<file path="config.mk">
export PLATFORM = sky130hd
export DESIGN_NAME = core_sequencer
export DESIGN_NICKNAME = d
export VERILOG_FILES = /design/src/rtl/core_sequencer.sv
export SDC_FILE = /design/constraint.sdc
export NUM_CORES = 1
export LEC_CHECK = 0
export CAP_MARGIN = 40
export CORE_ASPECT_RATIO = 0.7
export CORE_MARGIN = 8
export CORE_UTILIZATION = 45
export DETAILED_ROUTE_END_ITERATION = 12
export PLACE_DENSITY = 0.92
export RECOVER_POWER = 100
export SLEW_MARGIN = 20
export SYNTH_ARGS = -nofsm -noshare
export SYNTH_HDL_FRONTEND = slang
export SYNTH_SLANG_ARGS = --single-unit
</file>
<file path="constraint.sdc">
create_clock -name sysclk -period 7.2 [get_ports sysclk]
set_input_delay 1.44 -clock sysclk [delete_from_list [all_inputs] [get_ports sysclk]]
set_output_delay 1.44 -clock sysclk [all_outputs]
set_load 0.005 [all_outputs]
</file>
<file path="src/rtl/core_sequencer.sv">
// Multi-cycle RV32I instruction sequencer: owns the PC and walks each instruction
// through FETCH/EXEC/MEM/WB with handshake timeouts, trap redirection and retire counting.
module core_sequencer #(
  parameter int              XLEN      = 32,
  parameter logic [XLEN-1:0] RESET_VEC = '0,
  parameter logic [XLEN-1:0] TRAP_VEC  = XLEN'('h100),
  parameter int              TIMEOUT   = 16
) (
  input  logic            sysclk,
  input  logic            rst_in,
  output logic            imem_req_out,
  output logic [XLEN-1:0] imem_addr_out,
  input  logic            imem_ack_in,
  input  logic [31:0]     imem_data_in,
  output logic [31:0]     instr_out,
  output logic [XLEN-1:0] pc_out,
  input  logic [XLEN-1:0] pc_next_in,
  input  logic [1:0]      mem_op_in,
  output logic            dmem_req_out,
  output logic            dmem_we_out,
  input  logic            dmem_ack_in,
  input  logic [31:0]     dmem_rd_data_in,
  output logic [31:0]     load_data_out,
  input  logic            reg_wr_en_in,
  output logic            reg_wr_en_out,
  output logic            retire_out,
  output logic [31:0]     instret_out,
  output logic            trap_out,
  output logic [1:0]      trap_cause_out
);
  localparam int CW = $clog2(TIMEOUT + 1);

  typedef enum logic [2:0] {
    S_IDLE, S_FETCH, S_EXEC, S_MEM, S_WB, S_TRAP
  } state_t;

  state_t          state_q;
  logic [XLEN-1:0] pc_q;
  logic [31:0]     instr_q, ld_q, instret_q;
  logic [1:0]      cause_q;
  logic [CW-1:0]   cnt_q;

  logic is_ld, is_st, pc_ok, tmo;
  assign is_ld = (mem_op_in == 2'b01);
  assign is_st = (mem_op_in == 2'b10);
  assign pc_ok = (pc_next_in[1:0] == 2'b00);
  assign tmo   = (cnt_q == CW'(TIMEOUT - 1));

  always_ff @(posedge sysclk or posedge rst_in) begin
    if (rst_in) begin
      state_q   <= S_IDLE;
      pc_q      <= RESET_VEC;
      instr_q   <= 32'h0000_0013;
      ld_q      <= '0;
      instret_q <= '0;
      cause_q   <= 2'b00;
      cnt_q     <= '0;
    end else begin
      unique case (state_q)
        S_IDLE: begin
          state_q <= S_FETCH;
          cnt_q   <= '0;
        end
        S_FETCH: begin
          // an ack on the final countdown cycle beats the timeout
          if (imem_ack_in) begin
            instr_q <= imem_data_in;
            state_q <= S_EXEC;
          end else if (tmo) begin
            cause_q <= 2'b01;
            state_q <= S_TRAP;
          end else begin
            cnt_q <= cnt_q + CW'(1);
          end
        end
        S_EXEC: begin
          cnt_q   <= '0;
          state_q <= (is_ld || is_st) ? S_MEM : S_WB;
        end
        S_MEM: begin
          if (dmem_ack_in) begin
            if (is_ld) ld_q <= dmem_rd_data_in;
            state_q <= S_WB;
          end else if (tmo) begin
            cause_q <= 2'b10;
            state_q <= S_TRAP;
          end else begin
            cnt_q <= cnt_q + CW'(1);
          end
        end
        S_WB: begin
          if (!pc_ok) begin
            cause_q <= 2'b11;
            state_q <= S_TRAP;
          end else begin
            pc_q      <= pc_next_in;
            instret_q <= instret_q + 32'd1;
            cnt_q     <= '0;
            state_q   <= S_FETCH;
          end
        end
        S_TRAP: begin
          pc_q    <= TRAP_VEC;
          cnt_q   <= '0;
          state_q <= S_FETCH;
        end
        default: state_q <= S_IDLE;
      endcase
    end
  end

  // strobes decode straight from the state register so reset drops them at once
  assign imem_req_out   = (state_q == S_FETCH);
  assign imem_addr_out  = pc_q;
  assign pc_out         = pc_q;
  assign instr_out      = instr_q;
  assign dmem_req_out   = (state_q == S_MEM);
  assign dmem_we_out    = (state_q == S_MEM) && is_st;
  assign load_data_out  = ld_q;
  assign retire_out     = (state_q == S_WB) && pc_ok;
  assign reg_wr_en_out  = (state_q == S_WB) && pc_ok && reg_wr_en_in;
  assign instret_out    = instret_q;
  assign trap_out       = (state_q == S_TRAP);
  assign trap_cause_out = cause_q;
endmodule

</file>
==> results of run 1 <==
-- cell type report --
type	count	area share, %
flip-flops and latches	138	38.0
repair buffers	277	30.2
well taps	166	2.28
multi-input cells	309	23.0
clock buffers	18	4.83
clock inverters	12	1.37
inverters	8	0.344
-- cells by family after synthesis --
kind of cell             Yosys count  synth area share [%]
flip-flops                       138                  58.1
XOR/XNOR                          31                  4.57
adder cells (fa/ha/maj)            5                  1.05
multiplexers                      65                  12.3
AND/OR/NAND/NOR                  180                  14.8
buffers and inverters             64                  6.42
AO/OA/AOI/OAI                     28                  2.71
-- metal layers --
metal	up-vias	share of wire [%]
li1	2179	-
met1	2320	37
met2	176	54
met3	22	7.9
met4	0	1.7
met5	-	0
-- state kept, by name (all words and copies together), names as in the netlist --
register and count:
instret_out 32, trap_cause_out 2, cnt_q 5, instr_out 32, load_data_out 32, state_q 3
imem_addr_out 32
-- through the flow --
step,util [%],hold slack (ps)
final,69.7,462
after CTS,70.1,471
after floorplan,-,437
after global routing,69.7,495
after global placement,65.4,457
after detailed placement,65.8,464
-- power breakdown --
part / internal (uW) / switching (uW) / leakage [uW] / total [uW]
Combinational: 734 / 451 / 0.00231 / 1190
Sequential: 1060 / 191 / 0.00178 / 1250
Clock: 513 / 319 / 0.000274 / 832
-- path summary, 6_finish.rpt --
kind,endpoint,slack (ps),cells past startpoint
max reg2reg,instret_out[31]$_DFFE_PP0N_,3910,5
max,reg_wr_en_out,1720,7
min,cnt_q[3]$_DFFE_PP0P_,460,1
min reg2reg,cnt_q[3]$_DFFE_PP0P_,460,1
max in group asynchronous,instret_out[23]$_DFFE_PP0N_,2270,5
min in group asynchronous,load_data_out[26]$_DFFE_PP0P_,1420,2
-- worst max-delay path, stage by stage --
cell and delay (ps):
dlygate4sd3_1 560, nor2_1 170, nand2b_1 90, inv_1 200, clkbuf_1 830, and2_1 230
clkdlybuf4s50_1 500
-- cell usage in the layout, fill, tap and decap left out, drive strengths merged, types with 6 or more instances in the layout --
cell type	instances
nand4	11
xnor2	16
nor2	13
xor2	15
mux2	64
inv	7
and3	7
dfrtp	135
clkbuf	23
o21ai	9
nor3	6
clkdlybuf4s50	101
a21oi	12
dlygate4sd3	169
nand3	34
clkinv	7
nand2	82
==> reports/results.txt, run 1 <==
Rel. slew slack = -117%
Final setup viols = 0
Die ar. = 17,200 um^2
multi-input logic area = 2090 um^2
post-cts repair resize count = 0
Lkg Pwr = 0.00436 uW
GR Layer Usage met3 = 7.33%
failing checks = capacitance limit, slew limit
Post-synth top cells = dfrtp_1 (135), nand2_1 (81), mux2_2 (64), nand3_1 (34), buf_4 (32)
Post-Place Setup Slack = 2470 ps
Placed Cells = 897
Residual DRC = 0
worst min-delay path class = reg -> reg
Peak Freq = 182 MHz
clock skew = 10.9 ps
post-route cell area = 9100 um^2
setup bufs post-CTS = 0
post-synthesis sequential area ratio = 58.1%
layout cell share with drive strength beyond 1 = 13.5%
EDFF count, synth = 0
# diodes = 0
Final Power = 3270 uW
Fill cells = 919
die height = 112 um
non-filler cells, final = 928
die width = 153 um
PD cells = 359 nW/um^2
Mapped Avg Cell Area = 11.6 um^2
wire per inst = 18.9 um
DP HPWL = 13.4 mm
Mapped Area = 5950 um^2
Starting DRT DRC Count = 227
peak supply drop = 237 uV
ranking of synthesized cells by area = dfrtp_1 (57%), mux2_2 (12%), nand2_1 (5.1%), buf_4 (4.0%), nand3_1 (2.9%)
status = finished, violations left
CP endpoint kind = output port
Layout area overhead = 53.1%
cts hold-fix bufs = 0
Yosys warnings = 0
critical path peak fanout = 25
CTS tree = done
busiest layer in global routing = met2
Post-synth ARST share = 100%
WL final = 17.6 mm
critical path data required time = 5760 ps
RD Place Congestion = 0.818
post-route setup slack = 1720 ps
io pins = 271
minimum clock period = 5480 ps
vias in the first global route = 5,096
Worst-Margin Slew = 3250 ps
Setup CP Type = in -> out
Final period util = 76.1%
r2r startpoint = state_q[1]$_DFF_PP0_
syn nets = 619
cts bufs inserted = 17
largest area contributor in the netlist = dfrtp_1
core area = 13,100 um^2
post-route ant nets = 0
final setup TNS = 0 ps
MaxCap Viol Count = 5
largest net degree at the start of global routing = 68
CTS Sinks = 138
vias post-DR = 4,697
initial core utilization = 45.6%
Total GRT Usage = 20.5%
Pre-antenna DRT Iters = 4
RSZ-0062 raised after global routing = false
clk buf depth = 2
Layout Nets = 859
max-slew violation count = 175
Mapped Cells = 511
clock-pin transition on the worst setup and hold timing paths = 50 ps
cell area after placement = 8580 um^2
clock latency at the later pin of the worst-skew pair = 400 ps
Critical Path AT = 4040 ps
GRT overflow = 0
global-route wire length before repair = 28.2 mm
count leader, synth = dfrtp_1
Hold Vio Cnt, Final = 0
Worst Min Path Start = cnt_q[3]$_DFFE_PP0P_
CTS root buf = clkbuf_16
Crit. Startpoint = pc_next_in[0]
ys flop type = dfrtp_1
met2 GRT Util = 37.0%
Yosys top cell area share = 56.8%
crit start category = input port
Yosys cell types = 42
register area = 3460 um^2
FP Rows = 35
GR Util met1 = 22.3%
antenna violations before repair = 0
I/O Buffers = 270
Via density = 5.06
H-tree levels = 4
Synth Register Bits = 138
(Power assumes the default switching activity.)
==> inputs of run 2 (changes only) <==
- CORE_UTILIZATION: 45 -> 42
- PLACE_DENSITY: 0.92 -> 0.87
- clock period: 7.2 -> 5.2 ns (I/O delays scaled with it)
==> reports/results.txt, run 2 (synthesized netlist as in run 1, its figures left out) <==
Layout Nets = 858 (-0.12%)
failing checks = capacitance limit, slew limit
clock latency at the later pin of the worst-skew pair = 410 ps (about the same)
layout cell share with drive strength beyond 1 = 13.9% (+0.39 points)
Die ar. = 18,300 um^2 (+6.2%)
Crit. Startpoint = pc_next_in[1]
critical path data required time = 4160 ps (-1600 ps)
clock-pin transition on the worst setup and hold timing paths = 60 ps (about the same)
Final setup viols = 0 (unchanged)
Total GRT Usage = 18.9% (-1.6 points)
Rel. slew slack = -16.1% (+100 points)
max-slew violation count = 112 (-36%)
clock skew = 8.77 ps (-2.11 ps)
most common library cell in the layout ignoring fill and taps = dlygate4sd3_1
Hold Crit Depth = 2 (+1)
core area = 13,900 um^2 (+6.3%)
crit-path cells = dlygate4sd3_1 -> nor2_1 -> nand2b_1 -> inv_1 -> and2_1 -> dlygate4sd3_1
CTS root buf = clkbuf_16
Bufs and invs on worst path = 3 (-1)
antenna violations before repair = 0 (unchanged)
GRT overflow = 0 (unchanged)
CTS tree = done
vias in the first global route = 5,089 (-0.14%)
hold worst-path end = cnt_q[4]$_DFFE_PP0P_
clk buf depth = 2 (unchanged)
combinational share of power = 35.4% (-0.9 points)
minimum clock period = 3980 ps
Layout area overhead = 54.6%
wire per inst = 18.1 um (-4.2%)
initial core utilization = 42.9% (-2.7 points)
Worst R2R Setup Slack = 2010 ps (-1900 ps)
Critical Path Max Stage Delay = 580 ps (-250 ps)
vias post-DR = 4,702 (+0.11%)
H-tree levels = 4 (unchanged)
Reg power frac = 37.2% (-1.1 points)
WL final = 17.3 mm (-1.7%)
Hold Vio Cnt, Final = 0 (unchanged)
global-route wire length before repair = 27.2 mm (-3.2%)
post-cts repair resize count = 0 (unchanged)
post-route cell area = 9190 um^2 (+1.0%)
largest net degree at the start of global routing = 80 (+18%)
RD Place Congestion = 0.819 (about the same)
status = finished, violations left
Final period util = 76.6%
cell area after placement = 8600 um^2 (+0.23%)
final setup TNS = 0 ps (unchanged)
r2r startpoint = state_q[1]$_DFF_PP0_
CTS Sinks = 138 (unchanged)
most frequent cells in the layout = dlygate4sd3_1 (170), dfrtp_1 (135), clkdlybuf4s50_1 (100)
Worst-Margin Slew = 1740 ps (-1510 ps)
CP endpoint kind = output port
critical path peak fanout = 11 (-56%)
Worst Min Path Start = cnt_q[4]$_DFFE_PP0P_
FP Rows = 36 (+2.9%)
Setup CP Type = in -> out
worst min-delay path class = reg -> reg
Pre-antenna DRT Iters = 5 (+1)
Crit path max-delay family = buffers and inverters
peak supply drop = 319 uV (+35%)
cts bufs inserted = 17 (unchanged)
worst r2r path cells = 5 (unchanged)
CP max stage cell = dlygate4sd3_1
cts hold-fix bufs = 0 (unchanged)
Final Util = 66.3% (-3.5 points)
die width = 158 um (+3.1%)
Lkg Pwr = 0.00441 uW (+1.0%)
Reg2Reg Capture Point = instret_out[27]$_DFFE_PP0N_
MaxCap Viol Count = 4 (-1)
RSZ-0062 raised after global routing = false
PD cells = 503 nW/um^2 (+40%)
Most common cell on crit path = dlygate4sd3_1
# diodes = 0 (unchanged)
Via density = 4.94 (-2.4%)
crit start category = input port
Peak Freq = 251 MHz
DP HPWL = 13.4 mm (-0.32%)
Starting DRT DRC Count = 195 (-14%)
I/O Buffers = 270 (unchanged)
post-route ant nets = 0 (unchanged)
Pint = 3290 uW (+43%)
io pins = 271 (unchanged)
Fill cells = 1,060 (+15%)
Critical Path AT = 2940 ps (-1100 ps)
setup bufs post-CTS = 0 (unchanged)
Residual DRC = 0 (unchanged)
Net Sw Power = 1330 uW (+39%)
Sw Share = 28.8% (-0.62 points)
die height = 116 um (+3.0%)
clock power share = 27.4% (+1.9 points)
[run 2: worst max path at each step]
stage / depth (start not counted) / end
floorplan: 1 / cnt_q[0]$_DFFE_PP0P_
detailed placement: 6 / reg_wr_en_out
global route: 6 / reg_wr_en_out
CTS: 6 / reg_wr_en_out
global placement: 6 / reg_wr_en_out
finish: 6 / reg_wr_en_out
[run 2: stage by stage]
| stage | cells | setup WS (ps) | total power (uW) | hold slack, ps |
|---|---|---|---|---|
| finish | 952 | 1220 | 4620 | 489 |
| global route | 952 | 1070 | 4880 | 505 |
| CTS | 952 | 1360 | 4890 | 492 |
| floorplan | 511 | 469 | 2480 | 437 |
| global placement | 920 | 1420 | 3510 | 456 |
| detailed placement | 921 | 1370 | 3600 | 482 |
[run 2: cell type report]
type,instances,area (um^2),share of cell area [%]
Timing Repair Buffer,276,2760,30.0
Inverter,8,31.3,0.340
Tap cell,190,238,2.59
Multi-Input combinational cell,309,2090,22.8
Clock inverter,13,190,2.07
Clock buffer,18,429,4.67
Sequential cell,138,3460,37.6
[run 2: worst register-to-register path, stage by stage, from the launching register on]
cell and delay (ps):
dfrtp_1 520, or3b_1 490, nor4_1 1320, nand2_4 180, nor4_1 440, xor2_1 170
[run 2: layer usage]
metal	part of all wire [%]	global-route usage, %	up-vias
met4	1.6	6.76	0
met5	0	0	-
met3	7.7	6.26	19
li1	-	-	2172
met1	37	21.1	2345
met2	54	33.3	166
[run 2: power groups by stage]
stage	Sequential [uW]	Clock [uW]	Combinational, uW
6_report	1720	1270	1640
5_1_grt	1780	1340	1770
4_1_cts	1750	1300	1850
3_5_place_dp	1760	0	1840
3_3_place_gp	1720	0	1790
2_1_floorplan	1730	0	750
